File: config.mk
export PLATFORM = sky130hd
export DESIGN_NAME = fifo_puerto
export DESIGN_NICKNAME = d
export VERILOG_FILES = /design/src/rtl/fifo_puerto.sv
export SDC_FILE = /design/constraint.sdc
export NUM_CORES = 1
export LEC_CHECK = 0
export CAP_MARGIN = 20
export CORE_UTILIZATION = 45
export DETAILED_ROUTE_END_ITERATION = 8
export PLACE_DENSITY = 0.7
export SLEW_MARGIN = 10
export SYNTH_ARGS = -nofsm -noshare
export SYNTH_HDL_FRONTEND = slang
export SYNTH_SLANG_ARGS = --single-unit
File: constraint.sdc
create_clock -name clk -period 2.2 [get_ports clk]
set_clock_uncertainty 0.2 [all_clocks]
set_input_delay 0.33 -clock clk [delete_from_list [all_inputs] [get_ports clk]]
set_output_delay 0.33 -clock clk [all_outputs]
set_load 0.02 [all_outputs]
File: src/rtl/fifo_puerto.sv
//------------------------------------------------------------------------------
// fifo_puerto: register-based first-word-fall-through FIFO for one port, with
//              programmable almost-full/almost-empty thresholds and a sticky error.
// Revision: 1.0
//------------------------------------------------------------------------------
`default_nettype none

module fifo_puerto #(
  parameter int FIFO_WORD_SIZE = 10,
  parameter int FIFO_DEPTH     = 8,
  parameter int PTR_SIZE       = 3
) (
  input  logic                      clk,
  input  logic                      reset_L,
  input  logic                      push,
  input  logic                      pop,
  input  logic [FIFO_WORD_SIZE-1:0] data_in,
  input  logic [PTR_SIZE:0]         umbral_af,
  input  logic [PTR_SIZE:0]         umbral_ae,
  output logic [FIFO_WORD_SIZE-1:0] data_out,
  output logic                      empty,
  output logic                      full,
  output logic                      almostfull,
  output logic                      almostempty,
  output logic                      error,
  output logic [PTR_SIZE:0]         count
);

  localparam logic [PTR_SIZE:0]   c_depth   = FIFO_DEPTH[PTR_SIZE:0];
  localparam logic [PTR_SIZE:0]   c_cnt_one = {{PTR_SIZE{1'b0}}, 1'b1};
  localparam logic [PTR_SIZE-1:0] c_ptr_one = {{(PTR_SIZE-1){1'b0}}, 1'b1};

  logic [FIFO_WORD_SIZE-1:0] r_mem [FIFO_DEPTH];
  logic [PTR_SIZE-1:0]       r_wr_ptr;
  logic [PTR_SIZE-1:0]       r_rd_ptr;
  logic [PTR_SIZE:0]         r_count;
  logic                      r_error;

  logic w_wr_en;
  logic w_rd_en;
  logic w_fault;

  // A pop frees a slot in the same edge, so a full FIFO still accepts push+pop.
  assign w_wr_en = push & (~full | pop);
  assign w_rd_en = pop & ~empty;
  assign w_fault = (push & full & ~pop) | (pop & empty);

  always_ff @(posedge clk) begin
    if (!reset_L) begin
      r_wr_ptr <= '0;
      r_rd_ptr <= '0;
      r_count  <= '0;
      r_error  <= 1'b0;
    end else begin
      if (w_wr_en) begin
        r_mem[r_wr_ptr] <= data_in;
        r_wr_ptr        <= r_wr_ptr + c_ptr_one;
      end
      if (w_rd_en) begin
        r_rd_ptr <= r_rd_ptr + c_ptr_one;
      end
      if (w_wr_en && !w_rd_en) begin
        r_count <= r_count + c_cnt_one;
      end else if (w_rd_en && !w_wr_en) begin
        r_count <= r_count - c_cnt_one;
      end
      if (w_fault) begin
        r_error <= 1'b1;
      end
    end
  end

  // Status is decoded from the registered occupancy only; thresholds act live.
  always_comb begin
    count       = r_count;
    error       = r_error;
    empty       = (r_count == '0);
    full        = (r_count == c_depth);
    almostfull  = (r_count >= umbral_af);
    almostempty = (r_count <= umbral_ae);
    data_out    = empty ? '0 : r_mem[r_rd_ptr];
  end

endmodule

`default_nettype wire

==> flow_summary.yaml, run 1 <==
run_status:
  status: "finished, violations left"
  violations: "negative setup slack"
pwr:
  vdd_ir_drop_max_mv: 0.628
  p_comb_share_pct: 39.2
  seqPwrFrac_pct: 38.0
  clkPwrFrac_pct: 22.8
  swShare_pct: 30.9
  internal-power_uw: 3890
  cellPowerDensity_nw_per_um2: 1080
  p_sw_uw: 1740
  power.leakage_uw: 0.00183
floorplanning:
  initial_core_util_pct: 47.3
  dieHeight_um: 95.7
  io_pins: 41
  dieWidth_um: 95.7
  core-area_um2: 8340
  rows: 33
  die-area_um2: 9150
job:
  cap_violations: 0
sta:
  worst_pin_slew_ns: 0.303
  setup_ws_ns: -0.132
  slew_headroom_pct: 79.7
  grt_setup_unrepaired: "yes"
  slew_violations: 0
  final_min_period_over_clock_period_pct: 106
  hold_violations: 0
  fin_crit_ns: 2.33
  setup_viol: 14
  tns_ns: -1.28
  max_freq_mhz: 429
grt:
  antenna_found_initial: 0
  grt_usage_pct: 19.2
  grt_pass1_wl_um: 12200
  grt_max_degree: 18
  grt_pass1_vias: 2370
  overflow: 0
synthesis:
  avgSynthCellArea_um2: 17.2
  synthFlopType: "edfxtp_1"
  synth_cell_types: 33
  seq_area_frac_synth_pct: 67.9
  synthesis.nets: 265
  synth.area.top_cells: "edfxtp_1 61%, mux4_2 11%, dfxtp_1 7.1%"
  yosysTopAreaCellShare_pct: 60.8
  synth_most_common_cell: "edfxtp_1"
  netlist_area_um2: 3950
  synth-seq-cells: 94
  synth_commonest_cells: "80 x edfxtp_1, 20 x mux4_2, 14 x dfxtp_1, 14 x mux2i_1, 13 x ha_1"
  yosysTopAreaCell: "edfxtp_1"
  synth-edff-count: 80
  synthCells: 229
  synth.yosys.warnings: 0
  synthArstFlopShare_pct: 0
worst_setup_path:
  cpPeakStageDelay_ns: 0.48
  cp_data_required_time_ns: 1.67
  path_buf_inv: 3
  crit_path_end_kind: "output port"
  critical_path_class: "reg2out"
  cp-start-kind: "register"
  crit_family: "multiplexers"
  cp.arrival_ns: 1.80
  crit_chain: "buf_12, buf_6, mux4_2, mux2i_1, nor2_1, buf_4"
  cpMaxStageDelayCell: "mux4_2"
  worstPathMaxFanout: 5
min_path:
  hold_class: "reg2reg"
routing:
  drc_errors: 0
  via_per_inst: 5.32
  routed_wl_um: 7730
  detail_route.first_pass.iterations: 4
  detail-route-antenna-nets: 0
  drt_iter0_drc: 82
  vias: 2241
  wl_per_cell_um: 18.4
placed_design:
  dp_hpwl_um: 4880
  dpl.cell_count: 399
  portBuffers: 40
  globalplace.congestion: 0.735
  pre_cts_slack_ns: -0.639
clock_tree:
  ctsRootBufferMaster: "clkbuf_8"
  path_clk_slew_ns: 0.09
  cts_hold_buffers: 0
  h-tree-depth: 3
  clock_latency_ns: 0.36
  clock_path_buffers: 2
  clock_sinks: 94
  numCtsBuffers: 9
  cts_tree: "built"
finish:
  drive_above_1_share_pct: 38.6
  final_cells: 421
  layout.nets: 347
  antennaDiodeCount: 0
  area_growth_pct: 31.7
-- flip-flops by register name (all words and copies together), names as in the netlist, named ones only --
register,cells
error,1
r_rd_ptr,3
count,4
r_mem,80
r_wr_ptr,3
-- cell families (layout without fill, tap and decap cells) --
family,after synthesis,after routing,synth area share (%)
adders and majority gates,14,14,4.63
AOI/OAI and AO/OA,14,14,2.25
DFF,94,94,67.9
and+or+nand+nor,51,51,7.22
xor gates and xnor gates,5,5,1.11
muxes,34,34,15.0
buffers and inverters,17,104,1.90
-- final timing paths --
check / from / end / slack, ns / depth (start not counted)
worst max register to register: count[1] / count[3] / -0.11 / 10
worst min register to register: error / error / 0.31 / 2
worst max-delay path: register / data_out[3] / -0.13 / 6
worst min-delay path: error / error / 0.31 / 2
-- placed cells by master (no fill, tap or decap), types with 3 or more instances in the layout --
master           synthesis  routed
buf_6                    0       7
nor4_2                   0       3
clkbuf_8                 0       9
nor2b_1                  6       4
edfxtp_1                80      80
mux2i_1                 14      13
a21o_1                   4       4
buf_4                    3      33
nand2_1                  7       7
inv_2                    1       3
dfxtp_1                 14       9
ha_4                     0       5
inv_6                    0       3
ha_1                    13       7
xnor2_1                  4       4
inv_1                    8       5
buf_2                    0       6
and2_1                   7       7
nor3_2                   1       3
o21ai_1                  2       3
nor2_1                  12      12
clkdlybuf4s50_1          0      25
buf_12                   0       6
mux4_2                  20      20
dfxtp_4                  0       4
-- routing by layer --
layer	up-vias	wire, µm	GRT usage (%)
met5	-	0	0
met4	0	116	7.46
met3	9	284	3.51
met2	42	3960	32.6
met1	1143	3370	24.3
li1	1047	-	-
-- per-stage QoR --
stage	area, µm²	utilization (%)	power (µW)	hold WS, ns
global route	5200	62.4	5920	0.378
global placement	4840	58.0	4200	0.283
finish	5200	62.4	5630	0.312
CTS	5200	62.3	5690	0.312
detailed placement	4840	58.0	4250	0.284
floorplan	4010	-	3390	0.229
-- worst min-delay path, cell delays in order (launching register included) --
cell,delay [ns]
dfxtp_1,0.34
a21oi_1,0.04
nor2b_1,0.10
-- final cells by class --
type | count | area [µm²]
fillers | 613 | 3140
flip-flops and latches | 94 | 2700
multi-input cells | 118 | 1360
repair buffers | 79 | 744
well taps | 105 | 131
clock buffers | 9 | 124
clock inverters | 7 | 104
inverters | 9 | 38.8
-- repair_timing --
item	4_1_cts	5_1_grt
cloned	1	0
endpoints found under the setup margin	16	16
setup buffers	7	0
gates resized for setup	80	12
pin swaps	14	10
-- power groups by stage --
| stage | Combinational [µW] | Clock (µW) | Sequential, µW |
|---|---|---|---|
| global route | 2390 | 1380 | 2150 |
| global placement | 2030 | 0 | 2160 |
| finish | 2200 | 1290 | 2140 |
| CTS | 2240 | 1310 | 2140 |
| floorplan | 1170 | 0 | 2220 |
| detailed placement | 2080 | 0 | 2170 |
No activity file was read; power rests on OpenSTA's default activity.
==> run 2: changes to the inputs <==
--- a/config.mk
+++ b/config.mk
@@ -8,7 +8,9 @@
 export CAP_MARGIN = 20
 export CORE_UTILIZATION = 45
 export DETAILED_ROUTE_END_ITERATION = 8
+export GPL_ROUTABILITY_DRIVEN = 0
 export PLACE_DENSITY = 0.7
+export REMOVE_ABC_BUFFERS = 1
 export SLEW_MARGIN = 10
 export SYNTH_ARGS = -nofsm -noshare
 export SYNTH_HDL_FRONTEND = slang
==> run 2 against run 1 <==
  * Setup slack got worse by 0.028 ns
  * Cell area about the same
  * Total power increased by 0.65%
  * The run still ends with negative setup slack left
  * Register-to-register slack worse by 0.05 ns
  * Flip-flop and latch count unchanged
  * Combinational power grew 9%
  * Fmax down 1.2%
  * Routed wire length increased by 2.0%
  * Clock power decreased by 12%
  * Critical path depth rose by 4
  * First-iteration DRC count grew 9.8%
==> flow_summary.yaml, run 2 (synthesis gave the netlist of run 1 again) <==
run_status:
  status: "finished, violations left"
  violations: "negative setup slack"
placed_design:
  placed_area_um2: 4760
  pre_cts_slack_ns: -0.649
  dp_hpwl_um: 4820
  portBuffers: 40
grt:
  antenna_found_initial: 0
  grt_pass1_wl_um: 11900
  overflow: 0
  grt_usage_pct: 18.6
  grt_pass1_vias: 2292
  grt_max_degree: 17
pwr:
  clkPwrFrac_pct: 20.1
  p_sw_uw: 1780
  p_comb_share_pct: 42.2
  internal-power_uw: 3880
  seqPwrFrac_pct: 37.6
  vdd_ir_drop_max_mv: 0.430
  power.leakage_uw: 0.00186
  cellPowerDensity_nw_per_um2: 1090
  swShare_pct: 31.5
worst_setup_path:
  cp.arrival_ns: 2.41
  cp-start-kind: "register"
  crit_chain: "buf_6, nor4_4, nand2b_4, ha_4, inv_4, ha_4, nand3_4, a211oi_4, a31oi_4, mux2i_1"
  crit_path_end_kind: "register"
  path_buf_inv: 2
  cp_data_required_time_ns: 2.25
  cpMaxStageDelayCell: "dfxtp_4"
  crit_family: "simple AND/OR/NAND/NOR gates"
  cpPeakStageDelay_ns: 0.37
  critical_path_class: "reg2reg"
  worstPathMaxFanout: 3
  crit_top_cell: "ha_4"
finish:
  ff_latch_area_um2: 2690
  antennaDiodeCount: 0
  layout_common_cells: "80 x edfxtp_1, 45 x buf_4, 24 x clkdlybuf4s50_1"
  top_register: "r_mem"
  multiInputGateArea_um2: 1360
  layout.nets: 357
  drive_above_1_share_pct: 38.3
  area_growth_pct: 31.7
  postLayoutCellArea_um2: 5200
  largest_reg_flops: 80
  n_fill_cell: 614
  final_common_cell: "edfxtp_1"
clock_tree:
  cts_hold_buffers: 0
  numCtsBuffers: 9
  clock_sinks: 94
  cts_tree: "built"
  clock_latency_ns: 0.35
  h-tree-depth: 3
  clock_path_buffers: 2
  ctsRootBufferMaster: "clkbuf_8"
  path_clk_slew_ns: 0.09
sta:
  hold_violations: 0
  max_freq_mhz: 424
  slew_headroom_pct: 80.5
  setup_ws_ns: -0.160
  whs_ns: 0.323
  setup_viol: 15
  worst_pin_slew_ns: 0.290
  slew_violations: 0
  grt_setup_unrepaired: "yes"
  final_min_period_over_clock_period_pct: 107
  fin_crit_ns: 2.36
routing:
  wl_per_cell_um: 18.3
  routed_wl_um: 7890
  vias: 2286
  detail_route.first_pass.iterations: 4
  drc_errors: 0
  detail-route-antenna-nets: 0
  via_per_inst: 5.30
  drt_iter0_drc: 90
min_path:
  hold_class: "reg2reg"
floorplanning:
  initial_core_util_pct: 47.3
  core-area_um2: 8340
  rows: 33
  dieWidth_um: 95.7
  io_pins: 41
  dieHeight_um: 95.7
  die-area_um2: 9150
job:
  cap_violations: 0
## run 2: what timing repair did
action | CTS | global route
resized for setup | 85 | 19
endpoints found under the setup margin | 17 | 29
setup buffers | 5 | 5
cloned | 2 | 0
pin swaps | 13 | 11
## run 2: final timing paths
kind / end / depth (start not counted) / slack (ns) / start
worst max-delay path: count[3] / 10 / -0.16 / count[1]
worst min-delay path: error / 2 / 0.32 / error
worst max register to register: count[3] / 10 / -0.16 / count[1]
worst min register to register: error / 2 / 0.32 / error
## run 2: area by class of cell
class                      instances  share of cell area, %
sequential                        94                   51.8
multi-input combinational        118                   26.1
timing repair buffer              89                   15.0
tap                              105                   2.53
clock buffer                      10                   2.45
clock inverter                     6                   1.37
inverter                           9                  0.698
## run 2: through the flow
step / TNS, ns / total power, µW / utilization (%) / cells
4_1_cts: -1.82 / 5520 / 60.9 / 427
2_1_floorplan: -22.22 / 3290 / - / 221
5_1_grt: -2.68 / 5940 / 62.3 / 431
3_5_place_dp: -6.00 / 4190 / 57.0 / 404
6_report: -1.40 / 5660 / 62.3 / 431
3_3_place_gp: -5.25 / 4150 / 57.0 / 404
## run 2: power by group through the flow
| stage | logic [µW] | clock network, µW | registers, µW |
|---|---|---|---|
| floorplan | 989 | 0 | 2300 |
| global placement | 2010 | 0 | 2140 |
| detailed placement | 2040 | 0 | 2150 |
| CTS | 2240 | 1160 | 2130 |
| global route | 2580 | 1220 | 2140 |
| finish | 2390 | 1140 | 2130 |
## run 2: tightest hold or removal path, cell delays in order (launching register included)
cell and delay [ns]:
dfxtp_1 0.35, a21oi_1 0.05, nor2b_1 0.10
## run 2: layer usage
layer | track usage [%] | vias up | wire, µm
met5 | 0 | - | 0
met4 | 7.46 | 0 | 107
met3 | 2.39 | 12 | 324
met2 | 30.7 | 53 | 3990
met1 | 25.0 | 1155 | 3470
li1 | - | 1066 | -
==> run 3: changes to the inputs <==
--- a/config.mk
+++ b/config.mk
@@ -6,10 +6,12 @@
 export NUM_CORES = 1
 export LEC_CHECK = 0
 export CAP_MARGIN = 20
+export CORE_MARGIN = 2
 export CORE_UTILIZATION = 45
 export DETAILED_ROUTE_END_ITERATION = 8
 export GPL_ROUTABILITY_DRIVEN = 0
 export PLACE_DENSITY = 0.7
+export RECOVER_POWER = 25
 export REMOVE_ABC_BUFFERS = 1
 export SLEW_MARGIN = 10
 export SYNTH_ARGS = -nofsm -noshare
==> run 3 against run 2 <==
  * The flow still finishes with violations (negative setup slack)
  * Clock-buffer cell count decreased by 1
  * Routed wire length is 0.37% lower
  * Utilization decreased by 0.086 points
  * Largest cell class unchanged
  * Largest power group unchanged
==> flow_summary.yaml, run 3 (synthesis gave the netlist of run 1 again) <==
clock_tree:
  clock_path_buffers: 2
  numCtsBuffers: 9
  clock_sinks: 94
  path_clk_slew_ns: 0.08
  cts_hold_buffers: 0
  ctsRootBufferMaster: "clkbuf_8"
  cts_tree: "built"
  h-tree-depth: 3
  clock_latency_ns: 0.34
worst_setup_path:
  r2r_slack_ns: -0.08
  cp-start-kind: "register"
  crit_end: "data_out[5]"
  r2r-start: "count[0]"
  r2r_cells: 10
  timing.rr.end: "count[3]"
  cp_data_required_time_ns: 1.67
  crit_path_end_kind: "output port"
  critical_path_class: "reg2out"
  worstPathMaxFanout: 9
  cp.arrival_ns: 1.85
routing:
  detail_route.first_pass.iterations: 6
  vias: 2277
  detail-route-antenna-nets: 0
  wl_per_cell_um: 17.9
  via_per_inst: 5.20
  drc_errors: 0
  routed_wl_um: 7860
  drt_iter0_drc: 146
placed_design:
  dp_hpwl_um: 5210
  pre_cts_slack_ns: -0.627
  portBuffers: 40
grt:
  antenna_found_initial: 0
  grt_pass1_wl_um: 12400
  grt_usage_pct: 17.2
  overflow: 0
  grt_pass1_vias: 2386
  grt_max_degree: 16
run_status:
  status: "finished, violations left"
  violations: "negative setup slack"
pwr:
  power_uw: 6020
  vdd_ir_drop_max_mv: 0.718
  power.leakage_uw: 0.00194
  cellPowerDensity_nw_per_um2: 1120
finish:
  area_growth_pct: 35.5
  final_util_pct: 62.3
  layout.nets: 362
  largest_reg_flops: 80
  final_common_cell: "edfxtp_1"
  antennaDiodeCount: 0
  drive_above_1_share_pct: 40.0
  layout_common_cells: "80 x edfxtp_1, 52 x buf_4, 20 x mux4_2"
  top_register: "r_mem"
sta:
  fin_crit_ns: 2.38
  worst_pin_slew_ns: 0.312
  tns_ns: -1.45
  hold_violations: 0
  max_freq_mhz: 420
  setup_ws_ns: -0.179
  final_min_period_over_clock_period_pct: 108
  setup_viol: 15
  grt_setup_unrepaired: "yes"
  slew_violations: 0
  whs_ns: 0.318
  slew_headroom_pct: 79.0
floorplanning:
  initial_core_util_pct: 46.0
  rows: 34
  core-area_um2: 8590
  die-area_um2: 9540
  dieHeight_um: 97.7
  dieWidth_um: 97.7
  io_pins: 41
min_path:
  hold_class: "reg2reg"
job:
  cap_violations: 0
-- run 3: cell count changes in the layout (fill, tap and decap cells not counted), moves of 3 or more --
cell / previous run / this run
buf_2: 7 / 3
buf_4: 45 / 52
bufinv_16: 1 / 4
clkdlybuf4s50_1: 24 / 18
dlygate4sd3_1: 0 / 6
-- run 3: layer usage --
| layer | part of all wire [%] | global-route usage (%) | wire, µm | vias to the layer above |
|---|---|---|---|---|
| met2 | 51 | 28.3 | 4030 | 39 |
| met1 | 44 | 22.8 | 3460 | 1151 |
| met3 | 3.0 | 3.96 | 237 | 9 |
| li1 | - | - | - | 1078 |
| met5 | 0 | 0 | 0 | - |
| met4 | 1.7 | 5.66 | 131 | 0 |
-- run 3: final cells by class --
cell class,count,area (µm²)
Timing Repair Buffer,94,855
Multi-Input combinational cell,118,1370
Inverter,9,38.8
Tap cell,108,135
Clock inverter,6,134
Sequential cell,94,2690
Fill cell,616,3240
Clock buffer,9,124
-- run 3: power breakdown --
part	internal, µW	total [µW]	switching [µW]
logic	1370	2450	1080
clock network	865	1430	566
registers	2050	2140	92.4
-- run 3: worst min path at each step --
stage | start | slack (ns) | to | cells after the start
CTS | error | 0.32 | error | 2
global placement | error | 0.30 | error | 2
finish | error | 0.32 | error | 2
global route | error | 0.36 | error | 2
detailed placement | error | 0.29 | error | 2
floorplan | data_in[0] | 0.23 | r_mem[0][0] | 0
-- run 3: per-stage QoR --
| stage | instances | instance area [µm²] |
|---|---|---|
| floorplan | 221 | 3910 |
| global placement | 415 | 4820 |
| detailed placement | 415 | 4820 |
| CTS | 436 | 5230 |
| global route | 438 | 5350 |
| finish | 438 | 5350 |
-- run 3: what timing repair did --
item | in CTS | in global routing
setup endpoints to repair | 17 | 17
setup buffers | 4 | 2
hold endpoints to repair | 0 | 0
resized for setup | 83 | 23
pin swaps | 13 | 21
cloned | 2 | 0
-- run 3: worst max-delay path: stages, from the launching register on --
cell and delay [ns]:
dfxtp_4 0.39, buf_12 0.15, buf_4 0.13, mux4_2 0.49
mux2i_1 0.14, nor2_1 0.05, buf_2 0.15
